`config.mk`:
```
export PLATFORM = sky130hd
export DESIGN_NAME = regfile_wb_ctrl
export DESIGN_NICKNAME = d
export VERILOG_FILES = /design/src/rtl/regfile_wb_ctrl.sv
export SDC_FILE = /design/constraint.sdc
export NUM_CORES = 1
export LEC_CHECK = 0
export ABC_AREA = 1
export CAP_MARGIN = 0
export CORE_ASPECT_RATIO = 0.6
export CORE_UTILIZATION = 46
export CTS_CLUSTER_SIZE = 30
export DETAILED_ROUTE_END_ITERATION = 10
export PLACE_DENSITY = 0.86
export SETUP_SLACK_MARGIN = 0.4
export SYNTH_ARGS = -nofsm -noshare
export SYNTH_HDL_FRONTEND = slang
export SYNTH_SLANG_ARGS = --single-unit
```
`constraint.sdc`:
```
create_clock -name clk_sys_i -period 5.8 [get_ports clk_sys_i]
set_clock_uncertainty 0.1 [all_clocks]
set_input_delay 1.16 -clock clk_sys_i [delete_from_list [all_inputs] [get_ports clk_sys_i]]
set_output_delay 1.16 -clock clk_sys_i [all_outputs]
set_load 0.02 [all_outputs]
```
`src/rtl/regfile_wb_ctrl.sv`:
```
// regfile_wb_ctrl: writeback controller in front of the integer register file.
//
// Purpose
//   Arbitrates the execute unit (EXU) and load unit (LSU) onto the single
//   register-file write port, with one cycle of latency through a registered
//   output stage. It also keeps a 32-entry busy scoreboard that decode uses
//   to stall on RAW/WAW hazards against results that have not been written yet.
//
// Configuration
//   REGFILE_WB_RR_ARB_EN  defined   : round-robin arbitration on contention
//                         undefined : fixed priority, LSU over EXU (default)
//   REG_WIDTH defaults to `REG_WIDTH (QianTang_header); 64 if not provided.
//
// Ports
//   clk_sys_i, rst_n_i            clock, synchronous active-low reset
//   exu_valid_i/exu_ready_o       EXU writeback handshake, exu_rd_i/exu_data_i
//   lsu_valid_i/lsu_ready_o       LSU writeback handshake, lsu_rd_i/lsu_data_i
//   rd_addr_o/rd_wen_o/result_o   register-file write port
//   issue_valid_i/issue_rd_i      decode issuing an instruction writing issue_rd_i
//   rs1_addr_i/rs2_addr_i         decode source operands under check
//   stall_o                       decode must hold
//   flush_i                       pipeline flush (clears scoreboard)

`ifndef REG_WIDTH
`define REG_WIDTH 64
`endif

module regfile_wb_ctrl #(
  parameter int unsigned REG_WIDTH = `REG_WIDTH
) (
  input  logic                 clk_sys_i,
  input  logic                 rst_n_i,
  input  logic                 exu_valid_i,
  output logic                 exu_ready_o,
  input  logic [4:0]           exu_rd_i,
  input  logic [REG_WIDTH-1:0] exu_data_i,
  input  logic                 lsu_valid_i,
  output logic                 lsu_ready_o,
  input  logic [4:0]           lsu_rd_i,
  input  logic [REG_WIDTH-1:0] lsu_data_i,
  output logic [4:0]           rd_addr_o,
  output logic                 rd_wen_o,
  output logic [REG_WIDTH-1:0] result_o,
  input  logic                 issue_valid_i,
  input  logic [4:0]           issue_rd_i,
  input  logic [4:0]           rs1_addr_i,
  input  logic [4:0]           rs2_addr_i,
  output logic                 stall_o,
  input  logic                 flush_i
);

  logic exu_gnt;
  logic lsu_gnt;

`ifdef REGFILE_WB_RR_ARB_EN
  // Pointer names the requester that wins the next contended cycle.
  typedef enum logic {
    FAV_LSU = 1'b0,
    FAV_EXU = 1'b1
  } rr_e;

  rr_e rr_q;
  rr_e rr_d;

  always_ff @(posedge clk_sys_i) begin
    if (!rst_n_i) begin
      rr_q <= FAV_LSU;
    end else begin
      rr_q <= rr_d;
    end
  end

  // Any grant, contended or not, hands priority to the other requester.
  always_comb begin
    rr_d = rr_q;
    if (lsu_gnt) begin
      rr_d = FAV_EXU;
    end else if (exu_gnt) begin
      rr_d = FAV_LSU;
    end
  end

  always_comb begin
    lsu_gnt = 1'b0;
    exu_gnt = 1'b0;
    if (rst_n_i) begin
      if (lsu_valid_i && exu_valid_i) begin
        lsu_gnt = (rr_q == FAV_LSU);
        exu_gnt = (rr_q == FAV_EXU);
      end else begin
        lsu_gnt = lsu_valid_i;
        exu_gnt = exu_valid_i;
      end
    end
  end
`else
  always_comb begin
    lsu_gnt = rst_n_i & lsu_valid_i;
    exu_gnt = rst_n_i & exu_valid_i & ~lsu_valid_i;
  end
`endif

  assign exu_ready_o = exu_gnt;
  assign lsu_ready_o = lsu_gnt;

  // Output stage: one commit per cycle, latency one.
  logic                 wen_q;
  logic                 wen_d;
  logic [4:0]           addr_q;
  logic [4:0]           addr_d;
  logic [REG_WIDTH-1:0] data_q;
  logic [REG_WIDTH-1:0] data_d;

  // A granted rd=0 request is consumed but never drives the write enable.
  always_comb begin
    wen_d  = 1'b0;
    addr_d = addr_q;
    data_d = data_q;
    if (lsu_gnt) begin
      wen_d  = (lsu_rd_i != '0);
      addr_d = lsu_rd_i;
      data_d = lsu_data_i;
    end else if (exu_gnt) begin
      wen_d  = (exu_rd_i != '0);
      addr_d = exu_rd_i;
      data_d = exu_data_i;
    end
  end

  always_ff @(posedge clk_sys_i) begin
    if (!rst_n_i) begin
      wen_q  <= 1'b0;
      addr_q <= '0;
      data_q <= '0;
    end else begin
      wen_q  <= wen_d;
      addr_q <= addr_d;
      data_q <= data_d;
    end
  end

  assign rd_wen_o  = wen_q;
  assign rd_addr_o = addr_q;
  assign result_o  = data_q;

  // Busy scoreboard.
  logic [31:0] busy_q;
  logic [31:0] busy_d;
  logic        stall;

  // Bit 0 is never set, so address 0 can never cause a stall.
  always_comb begin
    stall = ~rst_n_i
          | busy_q[rs1_addr_i]
          | busy_q[rs2_addr_i]
          | (issue_valid_i & busy_q[issue_rd_i]);
  end

  assign stall_o = stall;

  // Clear for the visible commit is applied before the issue set so that a
  // same-register issue in the commit cycle leaves the bit set.
  always_comb begin
    busy_d = busy_q;
    if (flush_i) begin
      busy_d = '0;
    end else begin
      if (wen_q) begin
        busy_d[addr_q] = 1'b0;
      end
      if (issue_valid_i && !stall && (issue_rd_i != '0)) begin
        busy_d[issue_rd_i] = 1'b1;
      end
    end
    busy_d[0] = 1'b0;
  end

  always_ff @(posedge clk_sys_i) begin
    if (!rst_n_i) begin
      busy_q <= '0;
    end else begin
      busy_q <= busy_d;
    end
  end

endmodule

```
# Word level (Yosys, flattened, before mapping)
# Index checks and enable logic that the tools add are counted.
# totals
register_bits,102
inputBits,159
# classes
order_cmp,6
n_bitwise,12
mux,19
reduce_logical,10
# op_table
operator,n
$mux W64,2
$mux W32,3
$and A32 B32 Y32,1
$not A32 Y32,1
$or A32 B32 Y32,1
$lt A5 B6 Y1 const B,4
$bmux W1 S5,3
$reduce_bool A5 Y1,3
$demux W1 S5,2
$ge A5 B1 Y1 const B,2
$mux W5,2
$mux W1,7
$and A1 B1 Y1,4
$logic_and A1 B1 Y1,4
$or A1 B1 Y1,3
$not A1 Y1,2
$reduce_bool A2 Y1,1
$reduce_or A2 Y1,1
$logic_not A1 Y1,1

# Logic depth before layout (Yosys ltp)
# Gate-level depths: netlist (run 1).
# depth
word_depth,10
ltp_mapped,16

# Worst setup path before layout (run 1)
# No wires, ideal clock.
# synth_timing
kind,input to output
start,in rs2_addr_i[0]
end,out stall_o
n_path_buf,3
setup_slack_ns,2.179
path_stages,11
arrival_ns,2.361
path_cell_list,buf_4 buf_4 o211ai_1 nand3_1 nand2_1 nand2_1 nand3_1 nand3_1 nor2_4 buf_6 inv_1
# synth_between
elab_chain_len,4
# synth_rtl
item,line,source
start: declaration,47,"input logic [4:0] rs2_addr_i,"
$bmux W1 S5,155,| busy_q[rs2_addr_i]
$mux W1 (implied by the code),155,
$or A1 B1 Y1,155,
$or A1 B1 Y1,156,| (issue_valid_i & busy_q[issue_rd_i]);
end: declaration,48,"output logic stall_o,"
# No other way between the ends. The select of a mux whose other input is x is not followed.

# Worst setup path in the final report (run 1)
# layout_timing
start,in issue_rd_i[1]
end,out stall_o
# layout_between
elab_chain_len,4
# layout_rtl
item,line,source
start: declaration,45,"input logic [4:0] issue_rd_i,"
$bmux W1 S5,156,
$mux W1 (implied by the code),156,
$and A1 B1 Y1,156,
$or A1 B1 Y1,156,
# No other way between the ends. The select of a mux whose other input is x is not followed.

==> results of run 1 <==
## final timing paths
kind | from | to
max | issue_rd_i[1] | stall_o
min | result_o[23] | result_o[23]
max reg2reg | busy_q[31] | busy_q[28]
min reg2reg | result_o[23] | result_o[23]
## metal layers
| metal | vias up | part of all wire |
|---|---|---|
| met2 | 364 | 0.46 |
| li1 | 3228 | - |
| met3 | 33 | 0.099 |
| met5 | - | 0 |
| met4 | 0 | 0.020 |
| met1 | 2925 | 0.43 |
## cell type report
| type | instances | area share |
|---|---|---|
| multi-input cells | 644 | 0.361 |
| repair buffers | 238 | 0.296 |
| flip-flops and latches | 101 | 0.251 |
| clock buffers | 11 | 0.0314 |
| inverters | 62 | 0.0289 |
| well taps | 160 | 0.0249 |
| clock inverters | 5 | 0.00715 |
## placed cells by master (no fill, tap or decap), types with 8 or more instances in the layout
master           netlist  layout
nor3_1                 8       8
a22oi_1               16      16
clkbuf_16              0       9
a31oi_1               22      22
a21oi_1               81      81
clkdlybuf4s50_1        0     230
inv_1                 56      56
nor2_1               102     100
nand2_1              238     238
o21ai_0               70      70
dfxtp_1              101     101
nand3_1               92      92
## worst max-delay path: stages
cell and delay [ps]:
clkdlybuf4s50_1 750, clkinv_1 390, nor2_1 210, nand2_1 80, nand3_1 90, nand2_1 50, nand2_1 70, nor2_1 40
nand2_1 50, nand2_1 40, nand2_1 100, nor2_4 60, inv_1 50, clkdlybuf4s50_1 610
## stage by stage
stage                     setup WS, ps  total power [mW]  utilization  hold WS, ps
after floorplan                   2180             0.950            -          354
after global placement             741              1.16        0.680          352
after detailed placement           701              1.16        0.680          355
after CTS                          692              1.78        0.708          365
after global routing               500              1.85        0.708          379
final                              760              1.79        0.708          363
## flip-flops by register name, summed over array words and instances (netlist names)
register	flops
busy_q	31
result_o	64
rd_addr_o	5
rd_wen_o	1
## power groups by stage
stage	clock network, mW	registers, mW	logic (mW)
after global placement	0	0.758	0.399
after detailed placement	0	0.759	0.403
after floorplan	0	0.797	0.153
after global routing	0.663	0.747	0.440
after CTS	0.634	0.744	0.405
final	0.633	0.744	0.410
## kinds of logic (layout without fill, tap and decap cells)
family          Yosys count  after routing
flops                   101            101
compound gates          201            201
buf+inv                 115            316
simple gates            443            443
==> metrics.cfg, run 1 <==
[logic_synthesis]
synth_compound_area_frac = 0.202
synth_top_family_by_area = simple AND/OR/NAND/NOR gates
synth-main-ff-cell = dfxtp_1
synth_top_cell_by_area = dfxtp_1
synth_xor_xnor_area_share = 0
synthSimpleGateAreaFrac = 0.333
ys_warn_count = 0
synthMuxAreaShare = 0
synthesis.nets = 1019
ys_ff_latch = 101
synth_area_mm2 = 0.00541
yosysTopAreaCellShare = 0.374
synth_async_sr_flop_share = 0
ys_top_cells_by_count = 238 x nand2_1, 102 x nor2_1, 101 x dfxtp_1
seq_area_frac_synth = 0.374
synthTopCellsByArea = dfxtp_1 37%, nand2_1 17%, nand3_1 8.5%, a21oi_1 7.5%, nor2_1 7.1%
synth_cell_type_count = 23
synth_fa_ha_area_frac = 0
synth_enable_flop_cells = 0
syn_inst = 860
yosysMostFrequentCell = nand2_1
syn-mean-instance-area_um2 = 6.29

[cts]
cts_sinks = 101
clk_pin_slew_ps = 70
cts_made_buffers = 9
cts_root_buf = clkbuf_16
cts_max_path_buffers = 2
cts_tree = built
htree_levels = 3
clk_latency_ps = 350
cts_resized = 0
postCtsSetupRepairBufs = 0
cts_hold_buf = 0

[timing]
slew_violations = 0
setup_viol = 0
hold_viol_final = 0
finalSetupTns_ps = 0
period_share = 0.869
relSlewSlack = 0.389
fmax_mhz = 198
finalCriticalPeriod_ps = 5040
worst_pin_slew_ps = 916
rsz0062_at_grt = false

[placement]
place_congestion = 1.01
portBuffers = 231
postPlaceCellArea_mm2 = 0.00774
dp_cells = 1205
dpl.hpwl_um = 13900

[grt]
grt_first_pass_wirelength_um = 29700
grt_usage = 0.310
grt_max_degree = 88
grtUsageMet3 = 0.0754
antenna_found_initial = 0
grt_overflow = 0
gr-usage-met2 = 0.518
grt_pass1_vias = 5828
use_met1 = 0.395
grt_busiest_layer = met2

[floorplanning]
core_mm2 = 0.0114
initial_core_util = 0.476
num_rows = 30
io_pins = 232
die_x_um = 142
die_area_mm2 = 0.0122
die_h_um = 86.0

[cells_and_area]
final.fill_count = 973
num_antenna_cells = 0
fin_nets = 1215
register_area_mm2 = 0.00202
layout-drive-gt1-share = 0.0283
areaGrowthSynthToFinish_pct = 48.8
multi_input_area_mm2 = 0.00291
fin_cells = 1221
final_area_mm2 = 0.00805

[pwr]
p_sw_frac = 0.282
p_comb_frac = 0.229
vdd_drop_max_mv = 0.165
p_per_area_mw_per_mm2 = 222
clkPwrFrac = 0.354
p_sw_mw = 0.503
seq_power_share = 0.416
p_leak_nw = 3.03
internal_power_mw = 1.28

[worst_setup_path]
cp-start-kind = primary input
critPathMaxFanout = 11
rr_worst_depth = 12
setup.worst_path.end_class = output port
required_ps = 4540
ff2ff_setup_slack_ps = 3680
arrival_ps = 3780
critical_path_class = in2out

[detailed_routing]
postRouteAntennaNets = 0
drt-initial-drc-count = 745
avgViaCountPerCell = 5.36
drt_first_pass_iters = 5
wl_per_cell_um = 15.6
dr_total_vias = 6550
wl_um = 19100
drc = 0

[min_path]
hold_class = reg2reg
worstHoldPathCells = 2

[run_status]
status = completed

[run]
cap_violations = 0

(Power assumes the default switching activity.)
==> run 2: changes to the inputs <==
--- a/config.mk
+++ b/config.mk
@@ -8,11 +8,13 @@
 export ABC_AREA = 1
 export CAP_MARGIN = 0
 export CORE_ASPECT_RATIO = 0.6
-export CORE_UTILIZATION = 46
+export CORE_UTILIZATION = 44
 export CTS_CLUSTER_SIZE = 30
 export DETAILED_ROUTE_END_ITERATION = 10
-export PLACE_DENSITY = 0.86
+export GPL_TIMING_DRIVEN = 0
+export PLACE_DENSITY = 0.83
 export SETUP_SLACK_MARGIN = 0.4
 export SYNTH_ARGS = -nofsm -noshare
 export SYNTH_HDL_FRONTEND = slang
 export SYNTH_SLANG_ARGS = --single-unit
+export TNS_END_PERCENT = 1
==> run 2 against run 1 <==
  * Final cell count up 3.4%
  * Critical path depth down 2
  * Sequential share of layout area down 0.45 points
  * Combinational power up 4.9%
  * Critical path type unchanged
  * Wire length up 9.7%
  * Design area up 1.8%
  * Core utilization down 0.34 points
==> metrics.cfg, run 2 (synthesized netlist as in run 1, its figures left out) <==
[cells_and_area]
num_antenna_cells = 0
largest_reg_flops = 64
multi_input_area_mm2 = 0.00290
layout-drive-gt1-share = 0.0345
register_area_mm2 = 0.00202
fin_nets = 1257
final.fill_count = 1050
fin_util = 0.705
fin_cells = 1263
final_cell_mix = 238 x nand2_1, 227 x clkdlybuf4s50_1, 102 x nor2_1
areaGrowthSynthToFinish_pct = 51.5
final_area_mm2 = 0.00820
final_common_cell = nand2_1

[detailed_routing]
dr_total_vias = 6980
avgViaCountPerCell = 5.53
postRouteAntennaNets = 0
drt_first_pass_iters = 6
drc = 0
wl_um = 20900
drt-initial-drc-count = 902
wl_per_cell_um = 16.6

[placement]
dp_cells = 1247
portBuffers = 227
dpl.hpwl_um = 16300
postPlaceCellArea_mm2 = 0.00789
place_congestion = 0.949

[timing]
setup_viol = 0
slew_violations = 0
worst_pin_slew_ps = 591
fmax_mhz = 202
finalSetupTns_ps = 0
hold_viol_final = 0
finalCriticalPeriod_ps = 4940
period_share = 0.853
relSlewSlack = 0.606
rsz0062_at_grt = false

[worst_setup_path]
critPathMaxFanout = 10
cp-start-kind = primary input
required_ps = 4540
setup.worst_path.end_class = output port
critical_path_class = in2out
arrival_ps = 3680

[grt]
grt_pass1_vias = 6436
grt_usage = 0.331
grt_overflow = 0
grt_first_pass_wirelength_um = 33200
grt_max_degree = 20
antenna_found_initial = 0

[floorplanning]
die_x_um = 145
core_mm2 = 0.0116
die_h_um = 87.9
num_rows = 30
initial_core_util = 0.465
io_pins = 232
die_area_mm2 = 0.0128

[cts]
clk_pin_slew_ps = 70
cts_root_buf = clkbuf_16
cts_resized = 0
cts_sinks = 101
cts_made_buffers = 9
cts_tree = built
clk_latency_ps = 360
postCtsSetupRepairBufs = 0
cts_max_path_buffers = 2
htree_levels = 3
cts_hold_buf = 0

[run_status]
status = completed

[pwr]
p_sw_mw = 0.548
internal_power_mw = 1.28
p_per_area_mw_per_mm2 = 223
p_leak_nw = 3.09
p_sw_frac = 0.300
seq_power_share = 0.408
vdd_drop_max_mv = 0.165
clkPwrFrac = 0.356
p_comb_frac = 0.236

[run]
cap_violations = 0

[min_path]
hold_class = reg2reg

==> run 2: cell count changes in the layout (fill, tap and decap cells not counted), moves of 3 or more <==
| cell | previous run | this run |
|---|---|---|
| buf_2 | 0 | 8 |
| buf_6 | 0 | 5 |
| clkbuf_1 | 0 | 34 |
| clkdlybuf4s50_1 | 230 | 227 |
==> run 2: power groups by stage <==
stage	Clock [mW]	Sequential [mW]	Combinational, mW
global placement	0	0.760	0.416
CTS	0.650	0.745	0.424
global route	0.683	0.749	0.461
detailed placement	0	0.760	0.421
finish	0.650	0.745	0.430
floorplan	0	0.797	0.153
==> run 2: cell type report <==
class,instances,area share
Clock buffer,9,0.0275
Buffer,53,0.0319
Clock inverter,7,0.0107
Multi-Input combinational cell,644,0.353
Sequential cell,101,0.247
Timing Repair Buffer,227,0.277
Inverter,62,0.0284
Tap cell,160,0.0244
==> run 2: path summary, 6_finish.rpt <==
kind / start / endpoint / slack, ps / cells after the start
max: rs1_addr_i[2] / stall_o / 860 / 12
max reg2reg: busy_q[30] / busy_q[6] / 3830 / 14
min: result_o[26] / result_o[26] / 370 / 2
min reg2reg: result_o[26] / result_o[26] / 370 / 2
==> run 2: metal layers <==
layer | wire (um) | share of wire | global-route usage
met3 | 2500 | 0.12 | 0.0953
met5 | 0 | 0 | 0
met2 | 8840 | 0.42 | 0.507
met4 | 640 | 0.031 | 0.127
met1 | 8950 | 0.43 | 0.445
==> run 2: critical path, stage by stage <==
cell             delay, ps
clkdlybuf4s50_1        670
inv_1                  230
nand3_1                190
nand3_1                100
nand3_1                 70
nand2_1                 50
nand2_1                 50
nand3_1                120
nor2_4                 260
buf_6                  180
inv_1                   50
clkdlybuf4s50_1        540
==> run 2: per-stage QoR <==
step	total power, mW	setup slack, ps	hold WS (ps)
after floorplan	0.950	2180	354
after global placement	1.18	988	352
after detailed placement	1.18	987	355
after CTS	1.82	965	366
after global routing	1.89	748	385
final	1.83	855	365
